## src/rtl/yolo_job_sched_if.sv

```systemverilog
// yolo_job_sched_if: stream-side bundle of the job sequencer.
//   isif_*  : head of the input-stream FIFO (data/strb/last/empty_n in, read out)
//   core_*  : valid/ready word channels into and out of yolo_core
//   osif_*  : output-stream FIFO write port (data/strb/last/user/write out, full_n in)
// modport master : the sequencer side
// modport slave  : the environment side (FIFOs + core)
interface yolo_job_sched_if #(
    parameter int TBITS = 64,
    parameter int TBYTE = 8
);
    logic [TBITS-1:0] isif_data_dout;
    logic [TBYTE-1:0] isif_strb_dout;
    logic             isif_last_dout;
    logic             isif_empty_n;
    logic             isif_read;

    logic             core_in_valid;
    logic             core_in_ready;
    logic [TBITS-1:0] core_in_data;
    logic             core_out_valid;
    logic             core_out_ready;
    logic [TBITS-1:0] core_out_data;

    logic [TBITS-1:0] osif_data_din;
    logic [TBYTE-1:0] osif_strb_din;
    logic             osif_last_din;
    logic             osif_user_din;
    logic             osif_full_n;
    logic             osif_write;

    modport master (
        input  isif_data_dout, isif_strb_dout, isif_last_dout, isif_empty_n,
        output isif_read,
        output core_in_valid, core_in_data,
        input  core_in_ready,
        input  core_out_valid, core_out_data,
        output core_out_ready,
        output osif_data_din, osif_strb_din, osif_last_din, osif_user_din, osif_write,
        input  osif_full_n
    );

    modport slave (
        output isif_data_dout, isif_strb_dout, isif_last_dout, isif_empty_n,
        input  isif_read,
        input  core_in_valid, core_in_data,
        output core_in_ready,
        output core_out_valid, core_out_data,
        input  core_out_ready,
        input  osif_data_din, osif_strb_din, osif_last_din, osif_user_din, osif_write,
        output osif_full_n
    );
endinterface

```

## src/rtl/yolo_job_sched.sv

```systemverilog
// yolo_job_sched: job-level sequencer between the stream FIFOs and yolo_core.
// A start in IDLE latches input/output beat counts; words are then gated
// combinationally isif -> core and core -> osif until both counts complete,
// after which done pulses for one cycle.
// Ports:
//   aclk, aresetn          clock, asynchronous active-low reset
//   start                  launch job (sampled only in IDLE)
//   cfg_in_words/out_words beat counts, latched on accepted start
//   busy, done, err_len    status: RUN|DONE, one-cycle done pulse, sticky framing error
//   s                      stream bundle (isif/core/osif), master side
module yolo_job_sched #(
    parameter int TBITS = 64,
    parameter int TBYTE = 8,
    parameter int CNTW  = 16
) (
    input  logic                   aclk,
    input  logic                   aresetn,
    input  logic                   start,
    input  logic [CNTW-1:0]        cfg_in_words,
    input  logic [CNTW-1:0]        cfg_out_words,
    output logic                   busy,
    output logic                   done,
    output logic                   err_len,
    yolo_job_sched_if.master       s
);
    typedef enum logic [1:0] {IDLE, RUN, DONE} state_t;

    state_t          state;
    logic [CNTW-1:0] in_len, out_len, in_cnt, out_cnt;
    logic [CNTW-1:0] in_cnt_nxt, out_cnt_nxt;
    logic            in_act, out_act, frame_bad;
    logic [TBITS-1:0] in_word, out_word;
    logic [TBYTE-1:0] strb_unused;

    assign strb_unused = s.isif_strb_dout;

    always_comb begin
        in_act  = (state == RUN) && (in_cnt < in_len);
        out_act = (state == RUN) && (out_cnt < out_len);
        in_word  = s.isif_data_dout;
        out_word = s.core_out_data;

        s.core_in_valid  = in_act && s.isif_empty_n;
        s.isif_read      = s.core_in_valid && s.core_in_ready;
        s.core_in_data   = in_word;

        s.core_out_ready = out_act && s.osif_full_n;
        s.osif_write     = s.core_out_ready && s.core_out_valid;
        s.osif_data_din  = out_word;
        s.osif_user_din  = (out_cnt == '0);
        s.osif_last_din  = (out_cnt == out_len - CNTW'(1));
        s.osif_strb_din  = '1;

        in_cnt_nxt  = in_cnt + CNTW'(s.isif_read);
        out_cnt_nxt = out_cnt + CNTW'(s.osif_write);

        // TLAST must coincide exactly with the final counted beat.
        frame_bad = s.isif_last_dout ? (in_cnt != in_len - CNTW'(1))
                                     : (in_cnt == in_len - CNTW'(1));
    end

    always_ff @(posedge aclk or negedge aresetn) begin
        if (!aresetn) begin
            state   <= IDLE;
            in_len  <= '0;
            out_len <= '0;
            in_cnt  <= '0;
            out_cnt <= '0;
            err_len <= 1'b0;
            busy    <= 1'b0;
            done    <= 1'b0;
        end else begin
            case (state)
                IDLE: begin
                    done <= 1'b0;
                    if (start) begin
                        in_len  <= cfg_in_words;
                        out_len <= cfg_out_words;
                        in_cnt  <= '0;
                        out_cnt <= '0;
                        err_len <= 1'b0;
                        busy    <= 1'b1;
                        state   <= RUN;
                    end
                end
                RUN: begin
                    in_cnt  <= in_cnt_nxt;
                    out_cnt <= out_cnt_nxt;
                    if (s.isif_read && frame_bad)
                        err_len <= 1'b1;
                    // Completion looks through this cycle's transfers so the
                    // final beat in cycle K yields DONE in K+1.
                    if (in_cnt_nxt == in_len && out_cnt_nxt == out_len) begin
                        state <= DONE;
                        done  <= 1'b1;
                    end
                end
                DONE: begin
                    done  <= 1'b0;
                    busy  <= 1'b0;
                    state <= IDLE;
                end
                default: begin
                    done  <= 1'b0;
                    busy  <= 1'b0;
                    state <= IDLE;
                end
            endcase
        end
    end
endmodule

```

## src/flat_wrapper.sv

```systemverilog
// flat-port wrapper written by rule: the top's interface ports become plain ports
module yolo_job_sched_flat 
#(
    parameter int TBITS = 64,
    parameter int TBYTE = 8,
    parameter int CNTW  = 16
)
  (aclk, aresetn, start, cfg_in_words, cfg_out_words, busy, done, err_len, s_isif_data_dout, s_isif_strb_dout, s_isif_last_dout, s_isif_empty_n, s_isif_read, s_core_in_valid, s_core_in_data, s_core_in_ready, s_core_out_valid, s_core_out_data, s_core_out_ready, s_osif_data_din, s_osif_strb_din, s_osif_last_din, s_osif_user_din, s_osif_write, s_osif_full_n);
  yolo_job_sched_if #(.TBITS(TBITS), .TBYTE(TBYTE)) s_i ();
  input  logic aclk;
  input  logic aresetn;
  input  logic start;
  input  logic [CNTW-1:0] cfg_in_words;
  input  logic [CNTW-1:0] cfg_out_words;
  output logic busy;
  output logic done;
  output logic err_len;
  input wire logic [$bits(s_i.isif_data_dout)-1:0] s_isif_data_dout;
  input wire logic [$bits(s_i.isif_strb_dout)-1:0] s_isif_strb_dout;
  input wire logic [$bits(s_i.isif_last_dout)-1:0] s_isif_last_dout;
  input wire logic [$bits(s_i.isif_empty_n)-1:0] s_isif_empty_n;
  output wire logic [$bits(s_i.isif_read)-1:0] s_isif_read;
  output wire logic [$bits(s_i.core_in_valid)-1:0] s_core_in_valid;
  output wire logic [$bits(s_i.core_in_data)-1:0] s_core_in_data;
  input wire logic [$bits(s_i.core_in_ready)-1:0] s_core_in_ready;
  input wire logic [$bits(s_i.core_out_valid)-1:0] s_core_out_valid;
  input wire logic [$bits(s_i.core_out_data)-1:0] s_core_out_data;
  output wire logic [$bits(s_i.core_out_ready)-1:0] s_core_out_ready;
  output wire logic [$bits(s_i.osif_data_din)-1:0] s_osif_data_din;
  output wire logic [$bits(s_i.osif_strb_din)-1:0] s_osif_strb_din;
  output wire logic [$bits(s_i.osif_last_din)-1:0] s_osif_last_din;
  output wire logic [$bits(s_i.osif_user_din)-1:0] s_osif_user_din;
  output wire logic [$bits(s_i.osif_write)-1:0] s_osif_write;
  input wire logic [$bits(s_i.osif_full_n)-1:0] s_osif_full_n;
  assign s_i.isif_data_dout = s_isif_data_dout;
  assign s_i.isif_strb_dout = s_isif_strb_dout;
  assign s_i.isif_last_dout = s_isif_last_dout;
  assign s_i.isif_empty_n = s_isif_empty_n;
  assign s_isif_read = s_i.isif_read;
  assign s_core_in_valid = s_i.core_in_valid;
  assign s_core_in_data = s_i.core_in_data;
  assign s_i.core_in_ready = s_core_in_ready;
  assign s_i.core_out_valid = s_core_out_valid;
  assign s_i.core_out_data = s_core_out_data;
  assign s_core_out_ready = s_i.core_out_ready;
  assign s_osif_data_din = s_i.osif_data_din;
  assign s_osif_strb_din = s_i.osif_strb_din;
  assign s_osif_last_din = s_i.osif_last_din;
  assign s_osif_user_din = s_i.osif_user_din;
  assign s_osif_write = s_i.osif_write;
  assign s_i.osif_full_n = s_osif_full_n;
  yolo_job_sched #(.TBITS(TBITS), .TBYTE(TBYTE), .CNTW(CNTW)) u_core (.aclk(aclk), .aresetn(aresetn), .start(start), .cfg_in_words(cfg_in_words), .cfg_out_words(cfg_out_words), .busy(busy), .done(done), .err_len(err_len), .s(s_i));
endmodule
```

## config.mk

```make
export PLATFORM = sky130hd
export DESIGN_NAME = yolo_job_sched_flat
export DESIGN_NICKNAME = d
export VERILOG_FILES = /design/src/rtl/yolo_job_sched_if.sv /design/src/rtl/yolo_job_sched.sv /design/src/flat_wrapper.sv
export SDC_FILE = /design/constraint.sdc
export NUM_CORES = 1
export LEC_CHECK = 0
export CORE_MARGIN = 1.5
export CORE_UTILIZATION = 40
export CTS_CLUSTER_DIAMETER = 120
export DETAILED_ROUTE_END_ITERATION = 16
export MAX_ROUTING_LAYER = met4
export PLACE_DENSITY = 0.8
export SYNTH_ARGS = -nofsm -noshare
export SYNTH_HDL_FRONTEND = slang
export SYNTH_SLANG_ARGS = --single-unit
```

## constraint.sdc

```tcl
create_clock -name aclk -period 4.93 [get_ports aclk]
set_input_delay 1.479 -clock aclk [delete_from_list [all_inputs] [get_ports aclk]]
set_output_delay 1.479 -clock aclk [all_outputs]
set_load 0.02 [all_outputs]
```

## Word level (Yosys, flattened, before mapping)

Cells that the tools add are included.

- Word-level logic and storage cells: 54
- Output and inout bits: 145
- Register bits after elaboration: 69
- Input port bits: 176

- Bitwise operators: 1
- Order comparisons: 2
- $add $sub $neg: 4
- Reduce and logical (&&, ||, !) cells: 16
- Eq/ne operators: 9
- Multiplexer cells: 14

Operator list:

| cell | count |
|---|---|
| 16-bit == test | 4 |
| 16-bit case mux with 2 select lines | 2 |
| 16-bit by 1-bit adder with 16-bit output | 2 |
| 16-bit less-than comparator | 2 |
| 16-bit by 1-bit subtractor with 16-bit output (second input constant) | 2 |
| 16-bit logical NOT | 1 |
| 16-bit 2-to-1 mux | 1 |
| 16-bit != test | 1 |
| 1-bit logical AND | 8 |
| 2-bit AND reduction | 4 |
| 1-bit 2-to-1 mux | 6 |
| 2-bit != test (second input constant) | 3 |
| 2-bit 2-to-1 mux | 2 |
| 1-bit case mux with 2 select lines | 2 |
| 2-bit case mux with 2 select lines | 1 |
| 3-bit AND reduction | 1 |
| 2-bit by 1-bit == test with 1-bit output (second input constant) | 1 |
| 2-bit logical NOT | 1 |
| 2-bit nonzero test | 1 |
| 1-bit inverter | 1 |

## Logic depth before layout (Yosys ltp)

Gate-level depths: netlist of run 1.

- Word-level depth: 9
- Mapped depth: 19
- Mapped depth without buffers: 19

## Least setup slack after synthesis of run 1

OpenSTA, ideal clock, no wires.

- Path type: register -> register
- Start point: register u_core.out_len[2]
- End point: register u_core.state[0]
- Period minus slack after synthesis: 4.435 ns
- Required time: 4.788 ns
- Buffers on the path: 1
- Stages on the path, launching flop included: 20
- Arrival time: 4.293 ns
- Setup time: 0.142 ns
- Setup slack: 0.495 ns
- Path through: dfrtp_1 > clkbuf_1 > inv_1 > ha_1 > o21a_1 > o21a_1 > o211ai_1 > a21oi_1 > nand4bb_1 > a21oi_1 > and2_1 > ha_1 > nand4_4 > or3_4 > nor2_1 > xnor2_1 > or3_1 > a221oi_1 > and4b_1 > o21ai_0

- Word-level cells in the longest chain between the ends: 9

Ends and longest elaborated chain:

| what | line | text |
|---|---|---|
| start, declared | yolo_job_sched.sv:29 | `logic [CNTW-1:0] in_len, out_len, in_cnt, out_cnt;` |
| start signal, assigned | yolo_job_sched.sv:78 | `out_len <= cfg_out_words;` |
| 16-bit less-than comparator | yolo_job_sched.sv:39 | `out_act = (state == RUN) && (out_cnt < out_len);` |
| 1-bit logical AND | yolo_job_sched.sv:39 |  |
| 1-bit logical AND | yolo_job_sched.sv:47 | `s.core_out_ready = out_act && s.osif_full_n;` |
| via s_core_out_ready | flat_wrapper.sv:28 | `output wire logic [$bits(s_i.core_out_ready)-1:0] s_core_out_ready;` |
| 1-bit logical AND | yolo_job_sched.sv:48 | `s.osif_write = s.core_out_ready && s.core_out_valid;` |
| via s_osif_write | flat_wrapper.sv:33 | `output wire logic [$bits(s_i.osif_write)-1:0] s_osif_write;` |
| 16-bit by 1-bit adder with 16-bit output | yolo_job_sched.sv:55 | `out_cnt_nxt = out_cnt + CNTW'(s.osif_write);` |
| 16-bit == test | yolo_job_sched.sv:93 | `if (in_cnt_nxt == in_len && out_cnt_nxt == out_len) begin` |
| 1-bit logical AND | yolo_job_sched.sv:93 |  |
| 2-bit != test (no line) | -- |  |
| 2-bit AND reduction (no line) | -- |  |
| end signal, assigned | yolo_job_sched.sv:94 | `state <= DONE;` |
| end signal, assigned | yolo_job_sched.sv:101 | `state <= IDLE;` |
| end signal, assigned | yolo_job_sched.sv:106 | `state <= IDLE;` |
| end, declared | yolo_job_sched.sv:28 | `state_t state;` |

The timed path passes the listed nets, and every way through them passes these cells.
A chain may end at the register's enable or synchronous reset.

## Worst setup path in the final report of run 1

- Start point: register u_core.out_len[2]
- End point: output s_osif_last_din

- Word-level cells in the longest chain between the ends: 2

Ends and longest elaborated chain:

| what | line | text |
|---|---|---|
| 16-bit by 1-bit subtractor with 16-bit output | yolo_job_sched.sv:51 | `s.osif_last_din = (out_cnt == out_len - CNTW'(1));` |
| 16-bit == test | yolo_job_sched.sv:51 |  |
| end, declared | flat_wrapper.sv:31 | `output wire logic [$bits(s_i.osif_last_din)-1:0] s_osif_last_din;` |

Every way passes these cells.

==> results of run 1 <==
-- per-stage QoR --
step / instance area [um2] / hold slack, ns / cells
after global placement: 6390 / 0.487 / 952
after global routing: 6740 / 0.522 / 968
after floorplan: 6560 / 0.472 / 829
final: 6740 / 0.516 / 968
after detailed placement: 6390 / 0.495 / 952
after CTS: 6720 / 0.508 / 968
-- worst paths after layout --
| path | start | end | slack (ns) | depth (start not counted) |
|---|---|---|---|---|
| max | u_core.out_len[2]$_DFFE_PN0P_ | s_osif_last_din | 0.10 | 10 |
| min | u_core.done$_DFFE_PN0P_ | u_core.done$_DFFE_PN0P_ | 0.52 | 1 |
| max reg2reg | u_core.out_len[1]$_DFFE_PN0P_ | u_core.state[0]$_DFFE_PN0P_ | 0.24 | 21 |
| min reg2reg | u_core.done$_DFFE_PN0P_ | u_core.done$_DFFE_PN0P_ | 0.52 | 1 |
| max in group asynchronous | aresetn | u_core.in_len[13]$_DFFE_PN0P_ | 2.81 | 2 |
| min in group asynchronous | aresetn | u_core.out_len[2]$_DFFE_PN0P_ | 1.08 | 1 |
-- cell usage after synthesis, drive strengths merged, types with 7 or more instances --
master	instances	area [um2]
buf	144	1070
o21ai	93	465
nand2	77	289
dfrtp	69	1730
nor2	39	146
xnor2	39	342
ha	38	475
a21oi	37	185
inv	36	135
clkbuf	35	133
nand3	26	130
xor2	25	219
nand4	21	146
nor3	20	105
and2	11	68.8
and3	10	62.6
o31ai	9	67.6
nor4	8	50.1
o211ai	7	52.6
-- cell type report --
class / count / area (um2) / area share
flip-flops and latches: 69 / 1730 / 0.256
well taps: 216 / 270 / 0.0401
multi-input cells: 544 / 3520 / 0.521
inverters: 37 / 139 / 0.0206
clock buffers: 12 / 256 / 0.0380
clock inverters: 4 / 70.1 / 0.0104
repair buffers: 86 / 766 / 0.114
-- power breakdown --
group          switching (mW)  internal (mW)
Clock                   0.252          0.469
Combinational           0.207          0.181
Sequential             0.0710          0.608
Total                   0.529           1.26
-- routing by layer --
layer,vias up,share of wire,global-route usage
met5,-,0,-
met4,0,0.031,0.0860
met3,58,0.071,0.0391
met2,212,0.46,0.297
met1,2538,0.44,0.244
li1,2552,-,-
-- registers in the layout, summed over array words and instances (netlist names) --
| signal | count |
|---|---|
| u_core.out_len | 16 |
| u_core.err_len | 1 |
| u_core.in_len | 16 |
| u_core.in_cnt | 16 |
| u_core.busy | 1 |
| u_core.state | 2 |
| u_core.out_cnt | 16 |
| u_core.done | 1 |
-- cell families (layout without fill, tap and decap cells) --
logic type	count (synthesis)	after routing	share of synthesized area
mux	6	6	0.00939
fa+ha+maj	38	38	0.0728
buf+inv	216	139	0.206
xor+xnor	64	64	0.0858
other cells	1	8	0.000574
compound gates	179	179	0.160
simple gates	249	249	0.202
flops	69	69	0.264
==> summary.md, run 1 <==
| Metric | Value |
|---|---|
| Static Leak | 2.89 nW |
| Mapped Avg Cell Area | 7.94 um2 |
| CTS root buf | clkbuf_16 |
| Core Area | 15,900 um2 |
| CP peak stage delay | 0.61 ns |
| Commonest non-fill, non-tap cell in the layout | o21ai_0 |
| Tightest Pin Transition | 1.03 ns |
| Worst setup SP type | register |
| Clock buffer depth | 2 |
| Post-CTS Setup Inserts | 0 |
| Die Ht | 131 um |
| Unique cell type count in the Yosys netlist | 64 |
| DR vias/cell | 5.54 |
| Die area | 17,100 um2 |
| Synth Flop Type | dfrtp_1 |
| Post-route setup TNS | 0 ns |
| Clock-pin slew on the worst setup and hold paths | 0.06 ns |
| GR Overflow Total | 0 |
| Worst path required time | 3.45 ns |
| CTS resizes | 2 |
| Setup Skew | 0.00550 ns |
| PnR Total Power | 1.79 mW |
| Clock Sinks | 69 |
| RSZ-0062 raised after global routing | no |
| Final Hold Viols | 0 |
| Fill cells | 1,578 |
| Post-DP HPWL | 11,200 um |
| Io pins | 321 |
| N_diodes | 0 |
| Pre-CTS WS | -0.0827 ns |
| Post-synthesis sequential area ratio | 0.264 |
| Worst endpoint data arrival time | 3.35 ns |
| First-pass GRT wire length | 25,300 um |
| Worst Hold Class | register to register |
| RD Place Congestion | 0.920 |
| Fin crit period | 4.83 ns |
| Tcrit/Tclk final | 0.979 |
| Peak Freq | 207 MHz |
| WL per Instance | 15.9 um |
| Post-route ant nets | 0 |
| Number of synthesized flops with an enable pin | 0 |
| Status | finished, final reports clean |
| Initial antenna violation count | 0 |
| PwrDens | 265 nW/um2 |
| Final WS setup | 0.103 ns |
| Most frequent cells in the layout | o21ai_0, nand2_1, dfrtp_1 |
| VDD IR max | 0.000121 V |
| Rel. slew slack | 0.310 |
| Count of routing violations after the opening detailed-route iteration | 450 |
| Vias in the first global route | 5,080 |
| Number of cell rows | 46 |
| Die width | 131 um |
| Syn. warnings | 0 |
| CTS tree | built |
| Largest net degree at the start of global routing | 68 |
| Clk_lat worst skew | 0.34 ns |
| CTS HTree Levels | 3 |
| Worst-path cell chain | buf_4 > or4_1 > nor3_4 > nand3_1 > nor3_1 > nand3b_1 > o21ai_0 > o22ai_1 > and4_1 > clkdlybuf4s50_1 |
| Slew Viols, Final | 0 |
| DRT Wirelength | 15,400 um |
| CP top delay family | simple AND/OR/NAND/NOR gates |
| Drt pass-1 iters | 6 |
| Initial core utilization | 0.410 |
| Area Overhead vs Synth | 3.28% |
| Kind of critical path | register to output port |
| Endpoint type of the worst setup path | output port |
| Register bit total from synthesis | 69 |
| Asr flop ratio synth | 1.00 |
| Buf/Inv on CP | 2 |
| Num CTS Buffers | 9 |
| All-Layer GR Usage | 0.192 |
| Share of layout cells above drive strength 1 | 0.0918 |
| Post-synthesis cell area | 6530 um2 |
| Maximum fanout along the worst path | 7 |
| Layout Utilization | 0.423 |
| Post-Syn Instances | 822 |
| Final-stage net count | 961 |
| Maxcap violations | 0 |
| Setup-failing EPs final | 0 |
| Drc violations | 0 |
| CTS Hold Bufs | 0 |
| I/O Buffers | 48 |
| DR vias | 5,360 |
| Crit-path slowest cell | clkdlybuf4s50_1 |
No activity file was read; power rests on OpenSTA's default activity.
==> run 2: changes to the inputs <==
--- a/config.mk
+++ b/config.mk
@@ -9,7 +9,6 @@
 export CORE_UTILIZATION = 40
 export CTS_CLUSTER_DIAMETER = 120
 export DETAILED_ROUTE_END_ITERATION = 16
-export MAX_ROUTING_LAYER = met4
 export PLACE_DENSITY = 0.8
 export SYNTH_ARGS = -nofsm -noshare
 export SYNTH_HDL_FRONTEND = slang
==> summary.md, run 2 (synthesized netlist as in run 1, its figures left out) <==
| Metric | Value |
|---|---|
| Status | finished, final reports clean |
| DRT Wirelength | 15,400 um (-0.37%) |
| Final WS setup | 0.102 ns (-0.000742 ns) |
| WL per Instance | 15.9 um (-0.37%) |
| All-Layer GR Usage | 0.187 (-0.00568) |
| N_diodes | 0 (unchanged) |
| PwrDens | 265 nW/um2 (-0.13%) |
| Worst path required time | 3.45 ns (about the same) |
| CTS HTree Levels | 3 (unchanged) |
| GR Overflow Total | 0 (unchanged) |
| Endpoint type of the worst setup path | output port |
| Maxcap violations | 0 (unchanged) |
| Drt pass-1 iters | 5 (-1) |
| Vias in the first global route | 5,074 (-0.12%) |
| Largest net degree at the start of global routing | 68 (unchanged) |
| I/O Buffers | 48 (unchanged) |
| Most frequent cells in the layout | o21ai_0, nand2_1, dfrtp_1 |
| Share of layout cells above drive strength 1 | 0.0918 (unchanged) |
| Tcrit/Tclk final | 0.979 (about the same) |
| VDD IR max | 0.000121 V (about the same) |
| Clock-pin slew on the worst setup and hold paths | 0.06 ns (about the same) |
| Number of cell rows | 46 (unchanged) |
| Commonest non-fill, non-tap cell in the layout | o21ai_0 |
| Fin crit period | 4.83 ns (+0.000742 ns) |
| Drc violations | 0 (unchanged) |
| CTS tree | built |
| Num CTS Buffers | 9 (unchanged) |
| Setup-failing EPs final | 0 (unchanged) |
| Clk_lat worst skew | 0.34 ns (about the same) |
| Post-Layout Cell Count | 968 (unchanged) |
| Post-DP Area | 6390 um2 (unchanged) |
| Worst Hold Class | register to register |
| Clock Sinks | 69 (unchanged) |
| Worst endpoint data arrival time | 3.35 ns (about the same) |
| CTS root buf | clkbuf_16 |
| Pre-CTS WS | -0.0827 ns (unchanged) |
| Placed Instances | 952 (unchanged) |
| Die width | 131 um (unchanged) |
| Tightest Pin Transition | 1.03 ns (-0.00267 ns) |
| Slew Viols, Final | 0 (unchanged) |
| Post-route ant nets | 0 (unchanged) |
| Post-DP HPWL | 11,200 um (unchanged) |
| Setup Skew | 0.00642 ns (+0.000917 ns) |
| DR vias | 5,350 (-0.19%) |
| Rel. slew slack | 0.312 (+0.00178) |
| Die area | 17,100 um2 (unchanged) |
| Initial core utilization | 0.410 (unchanged) |
| Clock buffer depth | 2 (unchanged) |
| Die Ht | 131 um (unchanged) |
| Core Area | 15,900 um2 (unchanged) |
| Io pins | 321 (unchanged) |
| RD Place Congestion | 0.904 (-1.7%) |
| Initial antenna violation count | 0 (unchanged) |
| Kind of critical path | register to output port |
| Post-layout instance area | 6740 um2 (unchanged) |
| Final-stage net count | 961 (unchanged) |
| Count of routing violations after the opening detailed-route iteration | 417 (-7.3%) |
| Fill cells | 1,578 (unchanged) |
| First-pass GRT wire length | 25,300 um (+0.14%) |
| Worst Hold Margin | 0.511 ns (-0.00457 ns) |
| DR vias/cell | 5.53 (-0.19%) |
| Peak Freq | 207 MHz (about the same) |
| Static Leak | 2.89 nW (unchanged) |
| Worst setup SP type | register |
| Final Hold Viols | 0 (unchanged) |
| Maximum fanout along the worst path | 7 (unchanged) |
| Area Overhead vs Synth | 3.28% (unchanged) |
| RSZ-0062 raised after global routing | no |
==> run 2: cell counts in the layout (fill, tap and decap cells not counted) <==
No cell type changed its count.
==> run 2: path summary, 6_finish.rpt <==
check	cells after the start	from	end	slack [ns]
min	1	u_core.done$_DFFE_PN0P_	u_core.done$_DFFE_PN0P_	0.51
min reg2reg	1	u_core.done$_DFFE_PN0P_	u_core.done$_DFFE_PN0P_	0.51
max in group asynchronous	2	aresetn	u_core.in_len[13]$_DFFE_PN0P_	2.82
max	10	u_core.out_len[2]$_DFFE_PN0P_	s_osif_last_din	0.10
min in group asynchronous	1	aresetn	u_core.out_len[2]$_DFFE_PN0P_	1.08
max reg2reg	21	u_core.out_len[1]$_DFFE_PN0P_	u_core.state[0]$_DFFE_PN0P_	0.25
==> run 2: where the power goes <==
part	internal [mW]	switching (mW)
clock network	0.469	0.250
registers	0.608	0.0704
logic	0.182	0.207
total	1.26	0.527
==> run 2: per-layer routing <==
layer,global-route usage,share of wire,vias up
met5,0,0,-
met4,0.0976,0.036,0
met3,0.0326,0.060,63
met2,0.297,0.46,206
met1,0.244,0.45,2532
li1,-,-,2549
==> run 2: metrics by stage <==
step,TNS (ns),power (mW),util
global placement,-0.541,1.06,0.401
finish,0,1.79,0.423
global route,0,1.87,0.423
floorplan,0,1.07,-
detailed placement,-0.146,1.07,0.401
CTS,0,1.79,0.421
==> run 2: critical path, stage by stage, from the launching register on <==
cell and delay, ns:
dfrtp_1 0.37, buf_4 0.16, or4_1 0.58, nor3_4 0.21
nand3_1 0.21, nor3_1 0.18, nand3b_1 0.12, o21ai_0 0.08
o22ai_1 0.22, and4_1 0.25, clkdlybuf4s50_1 0.61
==> run 2: cell type report <==
type                            instances  area (um2)  area share
Inverter                               37         139      0.0206
Sequential cell                        69        1730       0.256
Timing Repair Buffer                   86         766       0.114
Multi-Input combinational cell        544        3520       0.521
Clock inverter                          4        70.1      0.0104
Clock buffer                           12         256      0.0380
Tap cell                              216         270      0.0401
==> run 2: repair_timing <==
item                       in CTS  in global routing
setup endpoints to repair       2                  6
buffers inserted                0                  0
hold buffers                    0                  0
hold endpoints to repair        0                  0
gates resized for setup         2                  8
